==> config.mk <==
export PLATFORM = sky130hd
export DESIGN_NAME = if_stage
export DESIGN_NICKNAME = d
export VERILOG_FILES = /design/src/rtl/if_stage.sv
export SDC_FILE = /design/constraint.sdc
export NUM_CORES = 1
export LEC_CHECK = 0
export ABC_AREA = 1
export CORE_MARGIN = 5
export CORE_UTILIZATION = 47
export CTS_CLUSTER_DIAMETER = 150
export DETAILED_ROUTE_END_ITERATION = 16
export GPL_TIMING_DRIVEN = 0
export PLACE_DENSITY = 0.87
export SYNTH_ARGS = -nofsm -noshare
export SYNTH_HDL_FRONTEND = slang
export SYNTH_SLANG_ARGS = --single-unit
==> constraint.sdc <==
create_clock -name clk -period 5.3 [get_ports clk]
set_clock_uncertainty 0.05 [all_clocks]
set_input_delay 1.06 -clock clk [delete_from_list [all_inputs] [get_ports clk]]
set_output_delay 1.06 -clock clk [all_outputs]
set_load 0.05 [all_outputs]
==> src/rtl/if_stage.sv <==
// if_stage: instruction-fetch stage of the 5-stage RV32IF pipeline.
// It keeps one instruction-memory read in flight at a time and loads the
// IF/ID register. Redirect priority is trap_take, then flush_id, then the
// sequential PC. WFI parks the fetcher until a trap.
// Optional feature macro: IF_SKID_BUF_EN. When it is defined, a 1-entry skid
// buffer holds a response that arrives while ID is stalled. When it is
// undefined, that response is dropped and its PC is fetched again.
module if_stage #(
    parameter logic [31:0] RESET_PC  = 32'h0000_0000,
    parameter logic [31:0] NOP_INSTR = 32'h0000_0013
) (
    input  logic        clk,
    input  logic        rst,
    output logic        im_req,
    output logic [31:0] im_addr,
    input  logic        im_ready,
    input  logic        im_rvalid,
    input  logic [31:0] im_rdata,
    input  logic        stall_id,
    input  logic        flush_id,
    input  logic [31:0] redirect_pc,
    input  logic        trap_take,
    input  logic [31:0] trap_pc,
    input  logic        wfi_hold,
    output logic [31:0] pc_ID,
    output logic [31:0] instr_ID,
    output logic        valid_ID
);

    typedef enum logic [1:0] {S_REQ, S_WAIT, S_DRAIN, S_PARK} state_t;

    localparam logic [31:0] BOOT_PC = RESET_PC & ~32'd3;

    state_t      state, state_n;
    logic [31:0] fetch_pc, fetch_pc_n;
    logic [31:0] req_pc, req_pc_n;
    logic [31:0] seq_pc;
    logic [31:0] target;
    logic        redirect;
    logic        fire;
    logic        rsp_ok;
    logic        hold_req_n;   // next cycle must not issue a request

    assign redirect = trap_take | flush_id;
    // trap_take wins over flush_id. Targets are always word aligned.
    assign target   = (trap_take ? trap_pc : redirect_pc) & ~32'd3;
    // im_req is only ever high in REQ, so a handshake means acceptance there.
    assign fire     = im_req & im_ready;
    // Only WAIT owns a response. Data seen in DRAIN/REQ/PARK is stale.
    assign rsp_ok   = im_rvalid & (state == S_WAIT);
    assign seq_pc   = req_pc + 32'd4;

`ifdef IF_SKID_BUF_EN
    logic        skid_full, skid_full_n;
    logic [31:0] skid_pc, skid_instr;

    // The buffer fills when a response lands during a stall. It is consumed
    // on the first unstalled cycle and is wiped by any redirect.
    assign skid_full_n = ~redirect & stall_id & (skid_full | rsp_ok);
    assign hold_req_n  = skid_full_n;
`else
    logic replay, replay_n;

    // Replay hold: once a response has been dropped for a stall, refetching
    // is blocked until stall_id falls.
    assign hold_req_n = replay_n;
`endif

    // Next-state logic for the fetch FSM and the fetch/request PCs.
    always_comb begin
        state_n    = state;
        fetch_pc_n = fetch_pc;
        req_pc_n   = req_pc;
`ifndef IF_SKID_BUF_EN
        replay_n   = replay & stall_id & ~redirect;
`endif
        case (state)
            S_REQ: begin
                if (redirect) begin
                    fetch_pc_n = target;
                    // An address already accepted this cycle must still be drained.
                    state_n    = fire ? S_DRAIN : S_REQ;
                end else if (fire) begin
                    state_n  = S_WAIT;
                    req_pc_n = fetch_pc;
                end else if (wfi_hold) begin
                    state_n = S_PARK;
                end
            end
            S_WAIT: begin
                if (im_rvalid) begin
                    if (redirect) begin
                        // The response dies with the flushed IF/ID contents.
                        fetch_pc_n = target;
                        state_n    = S_REQ;
                    end else begin
`ifdef IF_SKID_BUF_EN
                        fetch_pc_n = seq_pc;
`else
                        if (stall_id) begin
                            fetch_pc_n = req_pc;
                            replay_n   = 1'b1;
                        end else begin
                            fetch_pc_n = seq_pc;
                        end
`endif
                        state_n = wfi_hold ? S_PARK : S_REQ;
                    end
                end else if (redirect) begin
                    fetch_pc_n = target;
                    state_n    = S_DRAIN;
                end
            end
            S_DRAIN: begin
                if (redirect) fetch_pc_n = target;
                if (im_rvalid) state_n = S_REQ;
            end
            S_PARK: begin
                if (trap_take) begin
                    fetch_pc_n = target;
                    state_n    = S_REQ;
                end else if (flush_id) begin
                    fetch_pc_n = target;
                end
            end
            default: state_n = S_REQ;
        endcase
    end

    // Fetch FSM state and registered memory request outputs.
    always_ff @(posedge clk or posedge rst) begin
        if (rst) begin
            state    <= S_REQ;
            fetch_pc <= BOOT_PC;
            req_pc   <= BOOT_PC;
            im_req   <= 1'b0;
            im_addr  <= BOOT_PC;
`ifndef IF_SKID_BUF_EN
            replay   <= 1'b0;
`endif
        end else begin
            state    <= state_n;
            fetch_pc <= fetch_pc_n;
            req_pc   <= req_pc_n;
            im_req   <= (state_n == S_REQ) & ~hold_req_n;
            im_addr  <= fetch_pc_n;
`ifndef IF_SKID_BUF_EN
            replay   <= replay_n;
`endif
        end
    end

`ifdef IF_SKID_BUF_EN
    // Skid buffer capture of a response that arrives while ID is stalled.
    always_ff @(posedge clk or posedge rst) begin
        if (rst) begin
            skid_full  <= 1'b0;
            skid_pc    <= 32'd0;
            skid_instr <= NOP_INSTR;
        end else begin
            skid_full <= skid_full_n;
            if (stall_id & rsp_ok & ~redirect) begin
                skid_pc    <= req_pc;
                skid_instr <= im_rdata;
            end
        end
    end
`endif

    // IF/ID register: kill first, then hold, then skid, then response, else bubble.
    always_ff @(posedge clk or posedge rst) begin
        if (rst) begin
            pc_ID    <= 32'd0;
            instr_ID <= NOP_INSTR;
            valid_ID <= 1'b0;
        end else if (redirect) begin
            instr_ID <= NOP_INSTR;
            valid_ID <= 1'b0;
        end else if (stall_id) begin
            pc_ID    <= pc_ID;
            instr_ID <= instr_ID;
            valid_ID <= valid_ID;
`ifdef IF_SKID_BUF_EN
        end else if (skid_full) begin
            pc_ID    <= skid_pc;
            instr_ID <= skid_instr;
            valid_ID <= 1'b1;
`endif
        end else if (rsp_ok) begin
            pc_ID    <= req_pc;
            instr_ID <= im_rdata;
            valid_ID <= 1'b1;
        end else begin
            instr_ID <= NOP_INSTR;
            valid_ID <= 1'b0;
        end
    end

endmodule

==> metrics.md <==
| Metric | Value |
|---|---|
| Status | completed |
| Layout fillers | around 1,100 |
| GR Util All Layers | 0.2617 |
| Hold Path Depth | 2 |
| Worst-path cell chain | clkdlybuf4s50_1 |
| Register area | 0.003332 mm^2 |
| Peak VDD IR | 265.2 uV |
| Cell row count | 43 |
| Post-DP HPWL | 16,380 um |
| Delay-heaviest family, CP | buffers and inverters |
| Port buffer count | slightly below 200 |
| CP Buf/Inv Count | 1 |
| Share of cells above drive strength 1 | 0.08585 |
| Pre-CTS WS | 2.223 ns |
| Max-cap violation count | 0 |
| Netlist area before placement | 0.006634 mm^2 |
| Critical-path top delay cell | clkdlybuf4s50_1 |
| Via count | 6,671 |
| Core area | 0.01388 mm^2 |
| Largest net degree at the start of global routing | 68 |
| Drt total wl | 21,820 um |
| LEAKAGE | 0.004382 uW |
| Yosys cell types | 44 |
| CP required | 4.19 ns |
| 1st-pass router iterations | 6 |
| TritonCTS Buffers | 17 |
| Pwr Total | 4099 uW |
| Tmin final | 2.855 ns |
| Drt via density | 5.536 |
| CTS clock-pin slew for the worst setup and hold paths | ~0.060 ns |
| Yosys reg bits | 133 |
| Post-synth EDFFs | 0 |
| Initial core utilization | 0.4779 |
| Placed inst area | 0.008843 mm^2 |
| Max clock buf depth | 2 |
| CTS root buf | clkbuf_16 |
| Chip width | 128.8 um |
| Actual slew at the worst max-slew pin | 1.068 ns |
| Hold crit path type | reg -> reg |
| Crit path launch type | flip-flop |
| Mapped Cells | 797 |
| Final Hold Viols | 0 |
| Non-Filler Instances | 1,205 |
| H-tree depth | 4 |
| Critical Path Sink Type | output port |
| Antenna cells | 0 |
| Relative slew slack | 0.2880 |
| Die H | 128.8 um |
| Prevailing post-synth register cell | dfrtp_1 |
| Avg Cell Area, Syn | 8.324 um^2 |
| First-pass GRT wire length | 33,930 um |
| Total grt overflow | 0 |
| Max Freq | 0.3502 GHz |
| Antenna violations before repair | 0 |
| Cell count along the critical path | 1 |
| Layout Nets | 1,117 |
| Worst R2R Path Depth | 9 |
| Antenna-violating nets left | 0 |
| Crit path arrival time | around 1.8 ns |
| Initial DRC count | 823 |
| Critical setup path kind | reg -> out |
| Final WS setup | 2.445 ns |
| Post-CTS Hold Fix Bufs | 0 |
| Clk sink count | 133 |
| P per Cell Area | ~430 mW/mm^2 |
| RSZ-0062 raised after global routing | false |
| Final Wtd Congestion | 0.9553 |
| Synthesis-to-layout area growth | 42.14% |
| Setup Fix Bufs, Post-CTS | 0 |
| # IOs | 202 |
| Clock latency on the worst-skew pair | 0.42 ns |
| CP peak stage delay | 0.80 ns |
| Critical path fanouts, max | 2 |
| Syn Nets | ~900 |
| Post-route cell area | 0.009429 mm^2 |
| Dpl cells | 1,173 |
| Sequential fraction of the synthesis area | 0.5023 |
| Post-synthesis async set-or-reset flop share | 1.000 |
| CTS tree | built |
| Yosys warns | 0 |
| Die ar. | 0.01659 mm^2 |
| Final setup violation count | 0 |
| Final period util | 0.5387 |
| Max-slew violations | 0 |
| Average wire per standard cell | 18.11 um |
| Post-CTS Resized | 0 |
| Multi-input gate area | 0.002793 mm^2 |
| DRC | 0 |
| Number of global-route vias before repair | roughly 6,300 |
==> stage by stage <==
stage | hold slack [ns] | utilization | setup TNS, ns
floorplan | 0.4136 | - | 0
global placement | 0.4054 | 0.6348 | -154.76
detailed placement | 0.4141 | 0.6371 | 0
CTS | 0.4243 | 0.6793 | 0
global route | 0.4415 | 0.6793 | 0
finish | 0.4267 | 0.6793 | 0
==> flip-flops by register name, summed over array words and instances (netlist names) <==
register / flops
fetch_pc: 32
im_req: 1
instr_ID: 32
pc_ID: 32
replay: 1
req_pc: 32
state: 2
valid_ID: 1
==> Yosys cell counts, types with 2 or more instances <==
cell	instances	area, um^2
buf_2	16	80.08
nor2_2	2	12.51
o21ai_0	56	280.3
o32ai_1	3	26.28
a21oi_1	35	175.2
a22oi_1	4	30.03
nor2_1	58	217.7
buf_1	3	11.26
mux2i_1	12	120.1
buf_4	4	30.03
nand3_1	40	200.2
o21ai_1	20	100.1
nor2_4	3	33.78
a221oi_1	10	87.58
nor3_2	2	20.02
o22ai_1	2	12.51
clkbuf_1	7	26.28
inv_1	74	277.8
nand4_1	5	31.28
o22a_1	3	26.28
nor2_8	2	40.04
o21ai_2	8	70.07
buf_6	5	56.30
a31oi_1	2	12.51
nand2_1	227	852.1
dfstp_2	3	78.83
a22o_1	29	254.0
nor3_1	6	30.03
inv_4	2	12.51
xor2_1	2	17.52
dfrtp_1	130	3253
inv_2	3	11.26
o211ai_1	8	60.06
==> final timing paths <==
check,from,endpoint,slack (ns)
max in group asynchronous,rst,pc_ID[1]$_DFFE_PP0P_,3.41
min in group asynchronous,rst,pc_ID[26]$_DFFE_PP0P_,1.05
worst max register to register,state[1]$_DFF_PP0_,pc_ID[10]$_DFFE_PP0P_,3.31
worst min register to register,pc_ID[4]$_DFFE_PP0P_,pc_ID[4]$_DFFE_PP0P_,0.43
worst min-delay path,pc_ID[4]$_DFFE_PP0P_,pc_ID[4]$_DFFE_PP0P_,0.43
worst max-delay path,instr_ID[1]$_DFFE_PP1P_,instr_ID[1],2.44
==> layout make-up <==
class	instances	area share
inverter	80	0.03291
clock buffer	17	0.04512
multi-input combinational	549	0.2962
clock inverter	15	0.01699
sequential	133	0.3534
buffer	35	0.02163
tap	180	0.02389
timing repair buffer	196	0.2099
==> cell usage in the layout (no fill, tap or decap), types with 12 or more instances in the layout <==
| cell type | synthesis | layout |
|---|---|---|
| a22o_1 | 29 | 29 |
| a21oi_1 | 35 | 35 |
| mux2i_1 | 12 | 12 |
| clkbuf_16 | 0 | 17 |
| buf_2 | 16 | 16 |
| inv_1 | 74 | 73 |
| o21ai_0 | 56 | 56 |
| dfrtp_1 | 130 | 130 |
| nor2_1 | 58 | 58 |
| clkdlybuf4s50_1 | 0 | 195 |
| nand3_1 | 40 | 40 |
| o21ai_1 | 20 | 20 |
| nand2_1 | 227 | 227 |
==> cell families (layout without fill, tap and decap cells) <==
| family | count (synthesis) | in the layout | synth area share |
|---|---|---|---|
| buffers and inverters | 115 | 343 | 0.07676 |
| DFF | 133 | 133 | 0.5023 |
| muxes | 13 | 13 | 0.01980 |
| and+or+nand+nor | 350 | 350 | 0.2222 |
| adders and majority gates | 1 | 1 | 0.001886 |
| xor gates and xnor gates | 2 | 2 | 0.002641 |
| AOI/OAI and AO/OA | 183 | 183 | 0.1745 |
==> where the power goes <==
group / total (uW) / switching [uW] / internal, uW / leakage [uW]
Sequential: 1490 / 241 / 1250 / 0.00171
Clock: 1160 / 496 / 666 / 0.000282
Combinational: 1450 / 968 / 478 / 0.00239
Total: 4100 / 1700 / 2390 / 0.00438
==> routing by layer <==
layer / track usage / vias to the layer above / share of wire
li1: - / 3079 / -
met1: 0.3637 / 3132 / 0.41
met2: 0.4183 / 425 / 0.47
met3: 0.05189 / 35 / 0.11
met4: 0.07659 / 0 / 0.019
met5: 0 / - / 0
(Power assumes the default switching activity.)
